## src/rtl/seq_detector_param.sv

```systemverilog
// seq_detector_param: run-time programmable serial bit-pattern detector.
// The pattern can be up to PAT_W bits long. Overlap and non-overlap modes are
// selectable. Input bits are qualified by x_valid. A saturating match counter
// is provided.
// Optional build macro: SEQDET_MEALY_EN makes z a combinational (Mealy)
// output that fires in the same cycle as the completing bit. When the macro
// is undefined, z is a registered pulse one cycle later.
module seq_detector_param #(
  parameter int PAT_W = 8,
  parameter int CNT_W = 8,
  parameter int LEN_W = $clog2(PAT_W) + 1
) (
  input  logic             clk,
  input  logic             aresetn,
  input  logic             cfg_load,
  input  logic [PAT_W-1:0] cfg_pattern,
  input  logic [LEN_W-1:0] cfg_len,
  input  logic             cfg_overlap,
  input  logic             x,
  input  logic             x_valid,
  input  logic             clr_cnt,
  output logic             z,
  output logic [CNT_W-1:0] match_cnt,
  output logic             cfg_err,
  output logic             busy
);

  typedef enum logic [0:0] {
    ST_IDLE = 1'b0,
    ST_RUN  = 1'b1
  } state_t;

  // Compare the low len bits of the history against the pattern.
  // Bits at and above len are ignored.
  function automatic logic pattern_hit(input logic [PAT_W-1:0] hist,
                                       input logic [PAT_W-1:0] pat,
                                       input logic [LEN_W-1:0] len);
    logic [PAT_W-1:0] diff;
    logic             hit;
    diff = hist ^ pat;
    hit  = 1'b1;
    for (int i = 0; i < PAT_W; i++) begin
      hit = hit & ~(diff[i] & (i < int'(len)));
    end
    return hit;
  endfunction

  state_t           state_r;
  logic [PAT_W-1:0] history_r;
  logic [LEN_W-1:0] fill_r;
  logic [PAT_W-1:0] pattern_r;
  logic [LEN_W-1:0] len_r;
  logic             overlap_r;
  logic             cfg_err_r;
  logic             busy_r;
  logic [CNT_W-1:0] cnt_r;

  logic [PAT_W-1:0] nh_s;
  logic [LEN_W:0]   fill_inc_s;
  logic             len_ok_s;
  logic             match_s;

  // Next history, the legality check on the incoming length, and the match
  // decision for the bit presented this cycle. cfg_load discards a
  // coincident bit.
  always_comb begin
    nh_s       = {history_r[PAT_W-2:0], x};
    fill_inc_s = {1'b0, fill_r} + {{LEN_W{1'b0}}, 1'b1};
    len_ok_s   = (cfg_len != {LEN_W{1'b0}}) && (cfg_len <= LEN_W'(PAT_W));
    match_s    = 1'b0;
    if ((state_r == ST_RUN) && x_valid && !cfg_load) begin
      match_s = (fill_inc_s >= {1'b0, len_r}) && pattern_hit(nh_s, pattern_r, len_r);
    end else begin
      match_s = 1'b0;
    end
  end

  // Control FSM: configuration latch, history and fill tracking, and the
  // registered busy/cfg_err outputs.
  always_ff @(posedge clk or negedge aresetn) begin
    if (!aresetn) begin
      state_r   <= ST_IDLE;
      history_r <= {PAT_W{1'b0}};
      fill_r    <= {LEN_W{1'b0}};
      pattern_r <= {PAT_W{1'b0}};
      len_r     <= {LEN_W{1'b0}};
      overlap_r <= 1'b0;
      cfg_err_r <= 1'b0;
      busy_r    <= 1'b0;
    end else begin
      if (cfg_load) begin
        if (len_ok_s) begin
          state_r   <= ST_RUN;
          pattern_r <= cfg_pattern;
          len_r     <= cfg_len;
          overlap_r <= cfg_overlap;
          history_r <= {PAT_W{1'b0}};
          fill_r    <= {LEN_W{1'b0}};
          cfg_err_r <= 1'b0;
          busy_r    <= 1'b1;
        end else begin
          state_r   <= ST_IDLE;
          cfg_err_r <= 1'b1;
          busy_r    <= 1'b0;
        end
      end else begin
        case (state_r)
          ST_RUN: begin
            if (x_valid) begin
              history_r <= nh_s;
              if (match_s && !overlap_r) begin
                fill_r <= {LEN_W{1'b0}};
              end else if (fill_r < LEN_W'(PAT_W)) begin
                fill_r <= fill_inc_s[LEN_W-1:0];
              end else begin
                fill_r <= fill_r;
              end
            end else begin
              history_r <= history_r;
            end
          end
          ST_IDLE: begin
            state_r <= ST_IDLE;
          end
          default: begin
            state_r <= ST_IDLE;
            busy_r  <= 1'b0;
          end
        endcase
      end
    end
  end

  // Saturating match counter.
  // A clear wins over an increment, but a match in the clear cycle counts as 1.
  always_ff @(posedge clk or negedge aresetn) begin
    if (!aresetn) begin
      cnt_r <= {CNT_W{1'b0}};
    end else if (clr_cnt) begin
      cnt_r <= match_s ? {{(CNT_W-1){1'b0}}, 1'b1} : {CNT_W{1'b0}};
    end else if (match_s && (cnt_r != {CNT_W{1'b1}})) begin
      cnt_r <= cnt_r + {{(CNT_W-1){1'b0}}, 1'b1};
    end else begin
      cnt_r <= cnt_r;
    end
  end

`ifdef SEQDET_MEALY_EN
  assign z = match_s & aresetn;
`else
  logic z_r;

  // Registered match pulse, one cycle after the completing bit.
  always_ff @(posedge clk or negedge aresetn) begin
    if (!aresetn) begin
      z_r <= 1'b0;
    end else begin
      z_r <= match_s;
    end
  end

  assign z = z_r;
`endif

  assign match_cnt = cnt_r;
  assign cfg_err   = cfg_err_r;
  assign busy      = busy_r;

endmodule
```

## config.mk

```make
export PLATFORM = sky130hd
export DESIGN_NAME = seq_detector_param
export DESIGN_NICKNAME = d
export VERILOG_FILES = /design/src/rtl/seq_detector_param.sv
export SDC_FILE = /design/constraint.sdc
export NUM_CORES = 1
export LEC_CHECK = 0
export CORE_MARGIN = 4
export CORE_UTILIZATION = 45
export DETAILED_ROUTE_END_ITERATION = 16
export MAX_ROUTING_LAYER = met4
export PLACE_DENSITY = 0.69
export SYNTH_ARGS = -nofsm -noshare
export SYNTH_HDL_FRONTEND = slang
export SYNTH_SLANG_ARGS = --single-unit
```

## constraint.sdc

```tcl
create_clock -name clk -period 2.9 [get_ports clk]
set_input_delay 0.58 -clock clk [delete_from_list [all_inputs] [get_ports clk]]
set_output_delay 0.58 -clock clk [all_outputs]
set_load 0.01 [all_outputs]
```

==> run_results.csv <==
group,metric,value,unit
power_and_ir_drop,power.density,550,nW/µm²
routing,postRouteWirelength,3.94,mm
global_route,grt_pass1_vias,1462,
sta,layout_worst_path_cycle_share,84.7,%
cells_and_area,seqCellArea,876,µm²
logic_synthesis,synth.most_common_cell,"dfrtp_1",
floorplan,die_w,72.5,µm
clock_network,hold_buffers,0,
routing,wire_per_inst,15.0,µm
clock_network,clock-sinks,35,
flow_run,cap_violations,0,
worst_setup_path,critPathCaptureType,"flip-flop",
floorplan,num_io_pins,30,
logic_synthesis,synth_nets,204,
clock_network,cts_tree,"done",
sta,clock_skew,6.18,ps
sta,slew_headroom,70.3,%
routing,drc,0,
worst_setup_path,cp_num_buf_inv,1,
clock_network,root_buffer,"clkbuf_8",
cells_and_area,multi_input_area,928,µm²
clock_network,postCtsSetupRepairBufs,0,
sta,finalHoldViolations,0,
sta,fin_setup_tns,0,ps
logic_synthesis,ys_types,47,
worst_setup_path,cp-start-kind,"primary input",
cells_and_area,final_util,58.4,%
routing,viasPerCell,5.49,
floorplan,core_area,4000,µm²
worst_setup_path,crit_path_max_fanout,11,
worst_setup_path,path_class,"in -> reg",
placed_design,port_buffers,29,
logic_synthesis,yosysTopAreaCellShare,46.8,%
run_status,status,"finished clean",
global_route,grt_first_pass_wirelength,6.77,mm
logic_synthesis,synth_area_leader_cell,"dfrtp_1",
floorplan,start_util,46.8,%
logic_synthesis,postSynth.asyncResetShare,100,%
global_route,antenna_found_initial,0,
clock_network,cts-htree-levels,2,
worst_setup_path,cp_slowest_cell,"clkdlybuf4s50_1",
sta,max_freq,0.407,GHz
logic_synthesis,synthTopCellsByCount,"35 x dfrtp_1, 14 x nand2_1, 13 x mux2_2, 13 x o21ai_0, 10 x nand2b_1",
logic_synthesis,synthFlopType,"dfrtp_1",
routing,ant_nets,0,
worst_setup_path,critPathArrivalTime,2630,ps
placed_design,dpl.hpwl,2.91,mm
logic_synthesis,synth_cells,179,
sta,holdWs,478,ps
worst_setup_path,critical_path.cell_chain,"clkdlybuf4s50_1, xor2_1, nor4_1, a41o_1, nand4_2, nor3_1, mux2_1",
global_route,overflow,0,
clock_network,cts.reportedPaths.clkPinSlew,70,ps
floorplan,rows,23,
worst_setup_path,cp.required,3070,ps
cells_and_area,nNetsFinal,237,
global_route,grt_max_degree,36,
cells_and_area,n_antenna_cell,0,
sta,finalSetupViolCount,0,
routing,detail_route.first_pass.iterations,5,
clock_network,cts_buffer_depth,2,
clock_network,cts_repair_resize_count,0,
worst_setup_path,cpPeakStageDelay,440,ps
cells_and_area,final_area,2330,µm²
hold_path,hold_path.class,"reg -> reg",
logic_synthesis,syn_avg_cell_area,10.5,µm²
power_and_ir_drop,vdd_ir_drop_max,374,µV
logic_synthesis,ys_seq_elements,35,
logic_synthesis,yosysWarnings,0,
worst_setup_path,critPathTopFamily,"simple AND/OR/NAND/NOR gates",
floorplan,die_h,72.5,µm
cells_and_area,drive_gt1_share,15.5,%
logic_synthesis,syn_area,1870,µm²
sta,rsz0062_at_grt,"no",
power_and_ir_drop,total_power,1280,µW
global_route,grtUsageTotal,17.1,%
sta,finalCriticalPeriod,2460,ps
sta,drv_slew,0,
clock_network,cts_buffers,5,
cells_and_area,syn_to_final_growth,24.7,%
routing,dr_total_vias,1445,
logic_synthesis,synth-edff-count,0,
logic_synthesis,synthTopCellsByArea,"dfrtp_1 47%, mux2_2 7.8%, xor2_1 4.2%, ha_1 4.0%, o21ai_0 3.5%",
power_and_ir_drop,total_leakage_power,0.000996,µW
routing,drt_iter0_drc,101,
logic_synthesis,yosysSeqAreaShare,46.8,%
placed_design,placed_area,2220,µm²
placed_design,finalWeightedCongestion,0.822,
floorplan,fp.dieArea,5260,µm²
clock_network,clk_latency,280,ps
sta,worst_slew_pin_slew,445,ps
cells_and_area,n_fill_cell,339,
[path summary, 6_finish.rpt]
kind                                start            to  slack, ps  depth (start not counted)
worst max-delay path                    x  match_cnt[5]        440                          7
worst min-delay path              cfg_err       cfg_err        480                          1
worst max register to register  fill_r[0]  match_cnt[5]        480                          8
worst min register to register    cfg_err       cfg_err        480                          1
max in group asynchronous         aresetn      len_r[3]       1870                          2
min in group asynchronous         aresetn     fill_r[1]        700                          2
[where the power goes]
part | switching [µW] | internal, µW | leakage [µW]
Clock | 170 | 278 | 0.0000612
Combinational | 110 | 126 | 0.000485
Sequential | 59.8 | 540 | 0.000451
[cell type report]
cell class / instances / area share (%)
sequential: 35 / 37.5
multi-input combinational: 129 / 39.8
timing repair buffer: 33 / 13.7
clock buffer: 6 / 3.54
inverter: 8 / 1.29
tap: 50 / 2.68
clock inverter: 2 / 1.50
[routing by layer]
layer / share of wire, % / track usage [%] / wire length, µm
met3: 3.5 / 4.16 / 139
met1: 43 / 19.6 / 1710
met4: 1.9 / 7.17 / 75
met2: 51 / 28.7 / 2020
met5: 0 / - / 0
[stage by stage]
stage,std cells,worst slack [ps]
global placement,255,234
global route,263,218
detailed placement,255,171
floorplan,179,774
CTS,263,458
finish,263,442
[logic make-up after synthesis]
kind of cell,count (synthesis),synth area share [%]
buffers and inverters,15,3.61
adder cells (fa/ha/maj),6,4.01
flip-flops,35,46.8
AO/OA/AOI/OAI,39,13.8
XOR/XNOR,10,4.68
AND/OR/NAND/NOR,59,18.0
multiplexers,15,9.02
[sequential cells by signal, indices dropped and copies added (netlist names)]
register	flops
match_cnt	8
busy	1
overlap_r	1
len_r	4
z	1
history_r	7
fill_r	4
pattern_r	8
cfg_err	1
[cell usage in the layout (no fill, tap or decap), types with 3 or more instances in the layout]
cell and instances:
inv_1 8, nand3_1 6, clkdlybuf4s50_1 29, nand2_1 14, ha_1 6, xor2_1 9
clkbuf_8 6, dfrtp_1 35, o211ai_1 3, a21oi_1 3, buf_4 4, o21ai_0 13
nor2_1 8, nand2b_1 10, mux2_2 13
No activity file was read; power rests on OpenSTA's default activity.
